===== src/rtl/decode_queue.sv =====
// decode_queue: registered RV32/RV64 instruction decoder feeding a DEPTH-entry FIFO.
// Each accepted instruction word is decoded combinationally (fields, format, illegal
// flag, sign-extended immediate) and written into the queue. The execute side reads
// the head entry through a valid/ready handshake, so fetch can run ahead.
//
// Ports:
//   clk, rst_n      clock (rising edge), asynchronous active-low reset
//   flush           synchronous queue clear (branch redirect), beats push and pop
//   inValid/inReady fetch handshake; inReady derives only from the registered count
//   instruction     raw 32-bit instruction word
//   inPc            PC of the presented instruction
//   outValid/outReady execute handshake on the head entry
//   op, funct3, funct7, rs1, rs2, rd   head instruction fields
//   imm             head immediate, sign-extended to XLEN
//   fmt             0=R 1=I 2=S 3=B 4=U 5=J 7=illegal
//   illegal         head is an illegal instruction
//   pcOut           head PC
//   decodeComplete  one-cycle pulse the cycle after an accepted push
//   count           queue occupancy, 0..DEPTH
module decode_queue #(
    parameter int unsigned XLEN      = 32,
    parameter int unsigned DEPTH     = 4,
    parameter bit          SUPPORT_M = 1'b0
) (
    input  logic                    clk,
    input  logic                    rst_n,
    input  logic                    flush,
    input  logic                    inValid,
    output logic                    inReady,
    input  logic [31:0]             instruction,
    input  logic [XLEN-1:0]         inPc,
    output logic                    outValid,
    input  logic                    outReady,
    output logic [6:0]              op,
    output logic [2:0]              funct3,
    output logic [6:0]              funct7,
    output logic [4:0]              rs1,
    output logic [4:0]              rs2,
    output logic [4:0]              rd,
    output logic [XLEN-1:0]         imm,
    output logic [2:0]              fmt,
    output logic                    illegal,
    output logic [XLEN-1:0]         pcOut,
    output logic                    decodeComplete,
    output logic [$clog2(DEPTH):0]  count
);

    localparam int unsigned AW = $clog2(DEPTH);
    localparam int unsigned CW = AW + 1;

    localparam logic [2:0] FMT_R   = 3'd0;
    localparam logic [2:0] FMT_I   = 3'd1;
    localparam logic [2:0] FMT_S   = 3'd2;
    localparam logic [2:0] FMT_B   = 3'd3;
    localparam logic [2:0] FMT_U   = 3'd4;
    localparam logic [2:0] FMT_J   = 3'd5;
    localparam logic [2:0] FMT_ILL = 3'd7;

    // ------------------------------------------------------------------
    // Combinational decode of the incoming word
    // ------------------------------------------------------------------
    logic [2:0]      dec_fmt;
    logic [31:0]     dec_imm32;
    logic [XLEN-1:0] dec_imm;
    logic            funct7_ok;

    assign funct7_ok = (instruction[31:25] == 7'b0000000) ||
                       (instruction[31:25] == 7'b0100000) ||
                       (SUPPORT_M && (instruction[31:25] == 7'b0000001));

    always_comb begin
        dec_fmt   = FMT_ILL;
        dec_imm32 = '0;
        if (instruction[1:0] == 2'b11) begin
            case (instruction[6:0])
                7'h33: begin
                    if (funct7_ok) begin
                        dec_fmt = FMT_R;
                    end
                end
                7'h13, 7'h03, 7'h67: begin
                    dec_fmt   = FMT_I;
                    dec_imm32 = {{20{instruction[31]}}, instruction[31:20]};
                end
                7'h23: begin
                    dec_fmt   = FMT_S;
                    dec_imm32 = {{20{instruction[31]}}, instruction[31:25], instruction[11:7]};
                end
                7'h63: begin
                    dec_fmt   = FMT_B;
                    dec_imm32 = {{19{instruction[31]}}, instruction[31], instruction[7],
                                 instruction[30:25], instruction[11:8], 1'b0};
                end
                7'h37, 7'h17: begin
                    dec_fmt   = FMT_U;
                    dec_imm32 = {instruction[31:12], 12'b0};
                end
                7'h6F: begin
                    dec_fmt   = FMT_J;
                    dec_imm32 = {{11{instruction[31]}}, instruction[31], instruction[19:12],
                                 instruction[20], instruction[30:21], 1'b0};
                end
                default: begin
                    dec_fmt   = FMT_ILL;
                    dec_imm32 = '0;
                end
            endcase
        end
    end

    // Bit 31 of the 32-bit immediate carries the sign out to XLEN.
    assign dec_imm = XLEN'($signed(dec_imm32));

    // ------------------------------------------------------------------
    // Queue control
    // ------------------------------------------------------------------
    logic [AW-1:0] rd_ptr_q, wr_ptr_q;
    logic [CW-1:0] count_q;
    logic          dc_q;
    logic          push, pop;

    assign inReady  = (count_q < CW'(DEPTH));
    assign outValid = (count_q != '0);

    // Flush suppresses both sides so neither pointer moves in the redirect cycle.
    assign push = inValid && inReady && !flush;
    assign pop  = outValid && outReady && !flush;

    always_ff @(posedge clk or negedge rst_n) begin
        if (!rst_n) begin
            rd_ptr_q <= '0;
            wr_ptr_q <= '0;
            count_q  <= '0;
            dc_q     <= 1'b0;
        end else begin
            dc_q <= push;
            if (flush) begin
                rd_ptr_q <= '0;
                wr_ptr_q <= '0;
                count_q  <= '0;
            end else begin
                if (push) begin
                    wr_ptr_q <= wr_ptr_q + AW'(1);
                end
                if (pop) begin
                    rd_ptr_q <= rd_ptr_q + AW'(1);
                end
                case ({push, pop})
                    2'b10:   count_q <= count_q + CW'(1);
                    2'b01:   count_q <= count_q - CW'(1);
                    default: count_q <= count_q;
                endcase
            end
        end
    end

    // ------------------------------------------------------------------
    // Entry storage (contents only matter while counted as occupied)
    // ------------------------------------------------------------------
    logic [31:0]     inst_mem [DEPTH];
    logic [XLEN-1:0] imm_mem  [DEPTH];
    logic [XLEN-1:0] pc_mem   [DEPTH];
    logic [2:0]      fmt_mem  [DEPTH];

    always_ff @(posedge clk) begin
        if (push) begin
            inst_mem[wr_ptr_q] <= instruction;
            imm_mem[wr_ptr_q]  <= dec_imm;
            pc_mem[wr_ptr_q]   <= inPc;
            fmt_mem[wr_ptr_q]  <= dec_fmt;
        end
    end

    // ------------------------------------------------------------------
    // Head outputs, forced to zero while empty so reset clears them at once
    // ------------------------------------------------------------------
    logic [31:0] head_inst;

    always_comb begin
        head_inst = '0;
        imm       = '0;
        pcOut     = '0;
        fmt       = '0;
        if (outValid) begin
            head_inst = inst_mem[rd_ptr_q];
            imm       = imm_mem[rd_ptr_q];
            pcOut     = pc_mem[rd_ptr_q];
            fmt       = fmt_mem[rd_ptr_q];
        end
    end

    assign op             = head_inst[6:0];
    assign rd             = head_inst[11:7];
    assign funct3         = head_inst[14:12];
    assign rs1            = head_inst[19:15];
    assign rs2            = head_inst[24:20];
    assign funct7         = head_inst[31:25];
    assign illegal        = outValid && (fmt == FMT_ILL);
    assign decodeComplete = dc_q;
    assign count          = count_q;

endmodule


===== config.mk =====
export PLATFORM = sky130hd
export DESIGN_NAME = decode_queue
export DESIGN_NICKNAME = d
export VERILOG_FILES = /design/src/rtl/decode_queue.sv
export SDC_FILE = /design/constraint.sdc
export NUM_CORES = 1
export LEC_CHECK = 0
export ABC_AREA = 0
export CORE_ASPECT_RATIO = 0.9
export CORE_MARGIN = 10
export CORE_UTILIZATION = 56
export CTS_CLUSTER_SIZE = 12
export DETAILED_ROUTE_END_ITERATION = 8
export PLACE_DENSITY = 0.89
export SYNTH_ARGS = -nofsm -noshare
export SYNTH_HDL_FRONTEND = slang
export SYNTH_SLANG_ARGS = --single-unit

===== constraint.sdc =====
create_clock -name clk -period 4.65 [get_ports clk]
set_input_delay 1.395 -clock clk [delete_from_list [all_inputs] [get_ports clk]]
set_output_delay 1.395 -clock clk [all_outputs]
set_load 0.02 [all_outputs]

==> flow_metrics.py <==
metrics = {
    "layout": {
        "fin_nets": 1046,
        "fill_cells": 1687,
        "drive_above_1_share_pct": 18.0,
        "fin_util_pct": 69.7,
        "area_growth_pct": 22.0,
        "stdcell_area_um2": 19600,
        "fin_cells": 1353,
    },
    "logic_synthesis": {
        "ys_seq_area_share_pct": 75.3,
        "yosysTopAreaCell": "edfxtp_1",
        "synth.distinct_cells": 47,
        "synth_area_um2": 16100,
        "synthCells": 776,
        "synth_warnings": 0,
        "synth-seq-cells": 404,
        "syn_avg_cell_area_um2": 20.7,
        "async_flop_share_pct": 1.98,
        "syn-num-nets": 850,
        "yosys.area.top_type_share_pct": 74.1,
        "synthTopCellsByArea": "edfxtp_1, mux4_2, and2_1",
        "synth-main-ff-cell": "edfxtp_1",
        "synth_enable_flop_cells": 396,
    },
    "cts": {
        "cts_hold_buf": 0,
        "cts.reportedPaths.clkPinSlew_ps": 60,
        "htree_levels": 2,
        "clock-sinks": 404,
        "numCtsBuffers": 41,
        "cts.path.max_buffers": 3,
        "clk_latency_ps": 510,
        "cts_root_buffer": "clkbuf_16",
        "cts_setup_buffers": 0,
        "cts_tree": "built",
        "ctsResizeCount": 0,
    },
    "detailed_routing": {
        "wl_per_cell_um": 25.6,
        "drt-pass1-iter-count": 4,
        "drt-total-wl_um": 34600,
        "remaining_drc_errors": 0,
        "antenna_left": 0,
        "drtIter0Drc": 617,
        "vias": 8078,
        "avgViaCountPerCell": 5.97,
    },
    "timing": {
        "hold_viol": 0,
        "setup-violations-final": 0,
        "max-slew-margin-rel_pct": 41.0,
        "setup_slack_ps": 422,
        "fmax_ghz": 0.237,
        "fin_setup_tns_ps": 0,
        "hold_ws_ps": 614,
        "worstMarginPinSlew_ps": 882,
        "drv_slew": 0,
        "rsz0062_at_grt": "false",
        "finalCritPeriodShare_pct": 90.9,
        "layout_min_cycle_time_ps": 4230,
        "finClkSkew_ps": 19.3,
    },
    "power_and_ir_drop": {
        "ir_drop_mv": 0.399,
        "p_int_mw": 6.65,
        "power_mw": 8.80,
        "clkPwrFrac_pct": 33.7,
        "powerDensity_nw_per_um2": 449,
        "combPwrFrac_pct": 18.8,
        "switching_share_pct": 24.4,
        "p_leak_nw": 6.38,
        "seq_power_share_pct": 47.5,
        "p_sw_mw": 2.14,
    },
    "critical_path": {
        "critPathLaunchType": "register",
        "crit_arrival_ps": 2830,
        "path_max_fanout": 41,
        "path_class": "register to primary output",
        "rr_worst_depth": 4,
        "end_kind": "primary output",
        "cp.required_ps": 3250,
    },
    "global_route": {
        "grt.total_usage_pct": 19.3,
        "grt_max_degree": 60,
        "antenna_found_initial": 1,
        "overflow": 0,
        "grt_pass1_wl_um": 52800,
        "grt_pass1_vias": 8493,
    },
    "floorplanning": {
        "rows": 58,
        "start_util_pct": 57.2,
        "core_um2": 28100,
        "die_h_um": 181,
        "die_w_um": 198,
        "dieArea_um2": 35800,
        "ios": 175,
    },
    "outcome": {
        "status": "completed",
    },
    "place": {
        "routabilityCongestion": 0.793,
        "portBuffers": 174,
        "dp_cells": 1289,
        "dpl.hpwl_um": 21400,
        "placed_area_um2": 18400,
        "dp_slack_ps": 876,
    },
    "job": {
        "max_cap_viol_count": 0,
    },
    "worst_hold_path": {
        "hp-class": "register to register",
        "hold_depth": 2,
    },
}
-- state kept, by name, summed over array words and instances (netlist names) --
register	count
decodeComplete	1
imm_mem	128
rd_ptr_q	2
inst_mem	128
pc_mem	128
wr_ptr_q	2
count	3
fmt_mem	12
-- cell type report --
| class | count | area (um2) | area share [%] |
|---|---|---|---|
| clock buffers | 57 | 1090 | 5.54 |
| repair buffers | 196 | 2110 | 10.8 |
| well taps | 360 | 450 | 2.30 |
| inverters | 4 | 15.0 | 0.0767 |
| multi-input cells | 325 | 3750 | 19.2 |
| diodes | 1 | 2.50 | 0.0128 |
| clock inverters | 6 | 76.3 | 0.390 |
| flip-flops and latches | 404 | 12100 | 61.8 |
-- placed cells by master, fill, tap and decap left out, drive strengths merged, types with 2 or more instances in the layout --
cell type        n
nor2            16
a21o            20
nand2            9
edfxtp         396
nand2b           2
mux4            99
xor2             2
clkdlybuf4s50  174
and3             4
clkinv           4
xnor2            2
nor2b            3
a221oi           2
nor3             2
inv              4
dfrtp            8
bufinv           2
nor3b            2
a22o             4
clkbuf          57
or3              3
o21ai            6
nand3            2
and2           113
nand3b           3
a21oi            8
ha               4
buf             22
-- final timing paths --
kind / startpoint / to / slack [ps]
max: rd_ptr_q[0]$_DFFE_PN0P_ / imm[28] / 420
min: wr_ptr_q[0]$_DFFE_PN0P_ / wr_ptr_q[0]$_DFFE_PN0P_ / 610
max reg2reg: count[2]$_DFFE_PN0P_ / inst_mem[0][31]$_DFFE_PP_ / 2470
min reg2reg: wr_ptr_q[0]$_DFFE_PN0P_ / wr_ptr_q[0]$_DFFE_PN0P_ / 610
max in group asynchronous: rst_n / rd_ptr_q[0]$_DFFE_PN0P_ / 3110
min in group asynchronous: rst_n / count[0]$_DFFE_PN0P_ / 1190
-- cells in the mapped netlist, types with 6 or more instances --
library cell	count
buf_4	9
mux4_2	99
nand2_1	9
a21o_1	20
dfrtp_1	8
and2_1	113
buf_2	12
clkbuf_1	19
o21ai_0	6
nor2_1	16
edfxtp_1	396
a21oi_1	8
-- power groups by stage --
stage	Combinational, mW	Sequential [mW]	Clock (mW)
global placement	1.66	4.25	0
floorplan	0.955	4.23	0
global route	1.77	4.19	3.14
detailed placement	1.67	4.26	0
finish	1.65	4.18	2.96
CTS	1.68	4.19	3.01
-- logic make-up after synthesis --
kind of cell,count (synthesis),synth area share (%)
AO/OA/AOI/OAI,48,2.21
flip-flops,404,75.3
multiplexers,101,14.0
buffers and inverters,47,1.40
adder cells (fa/ha/maj),5,0.436
XOR/XNOR,4,0.218
AND/OR/NAND/NOR,167,6.39
-- critical path, cell delays in order, from the launching register on --
cell	delay, ps
dfrtp_4	610
buf_12	350
mux4_2	610
and2_1	190
clkdlybuf4s50_1	540
-- per-layer routing --
| layer | track usage, % | wire length, um | vias up |
|---|---|---|---|
| li1 | - | - | 3511 |
| met1 | 25.8 | 13600 | 4184 |
| met2 | 30.9 | 17000 | 334 |
| met3 | 5.28 | 3290 | 49 |
| met4 | 4.39 | 673 | 0 |
| met5 | 0 | 0 | - |
Note: power is estimated with default switching activity, not from simulation.
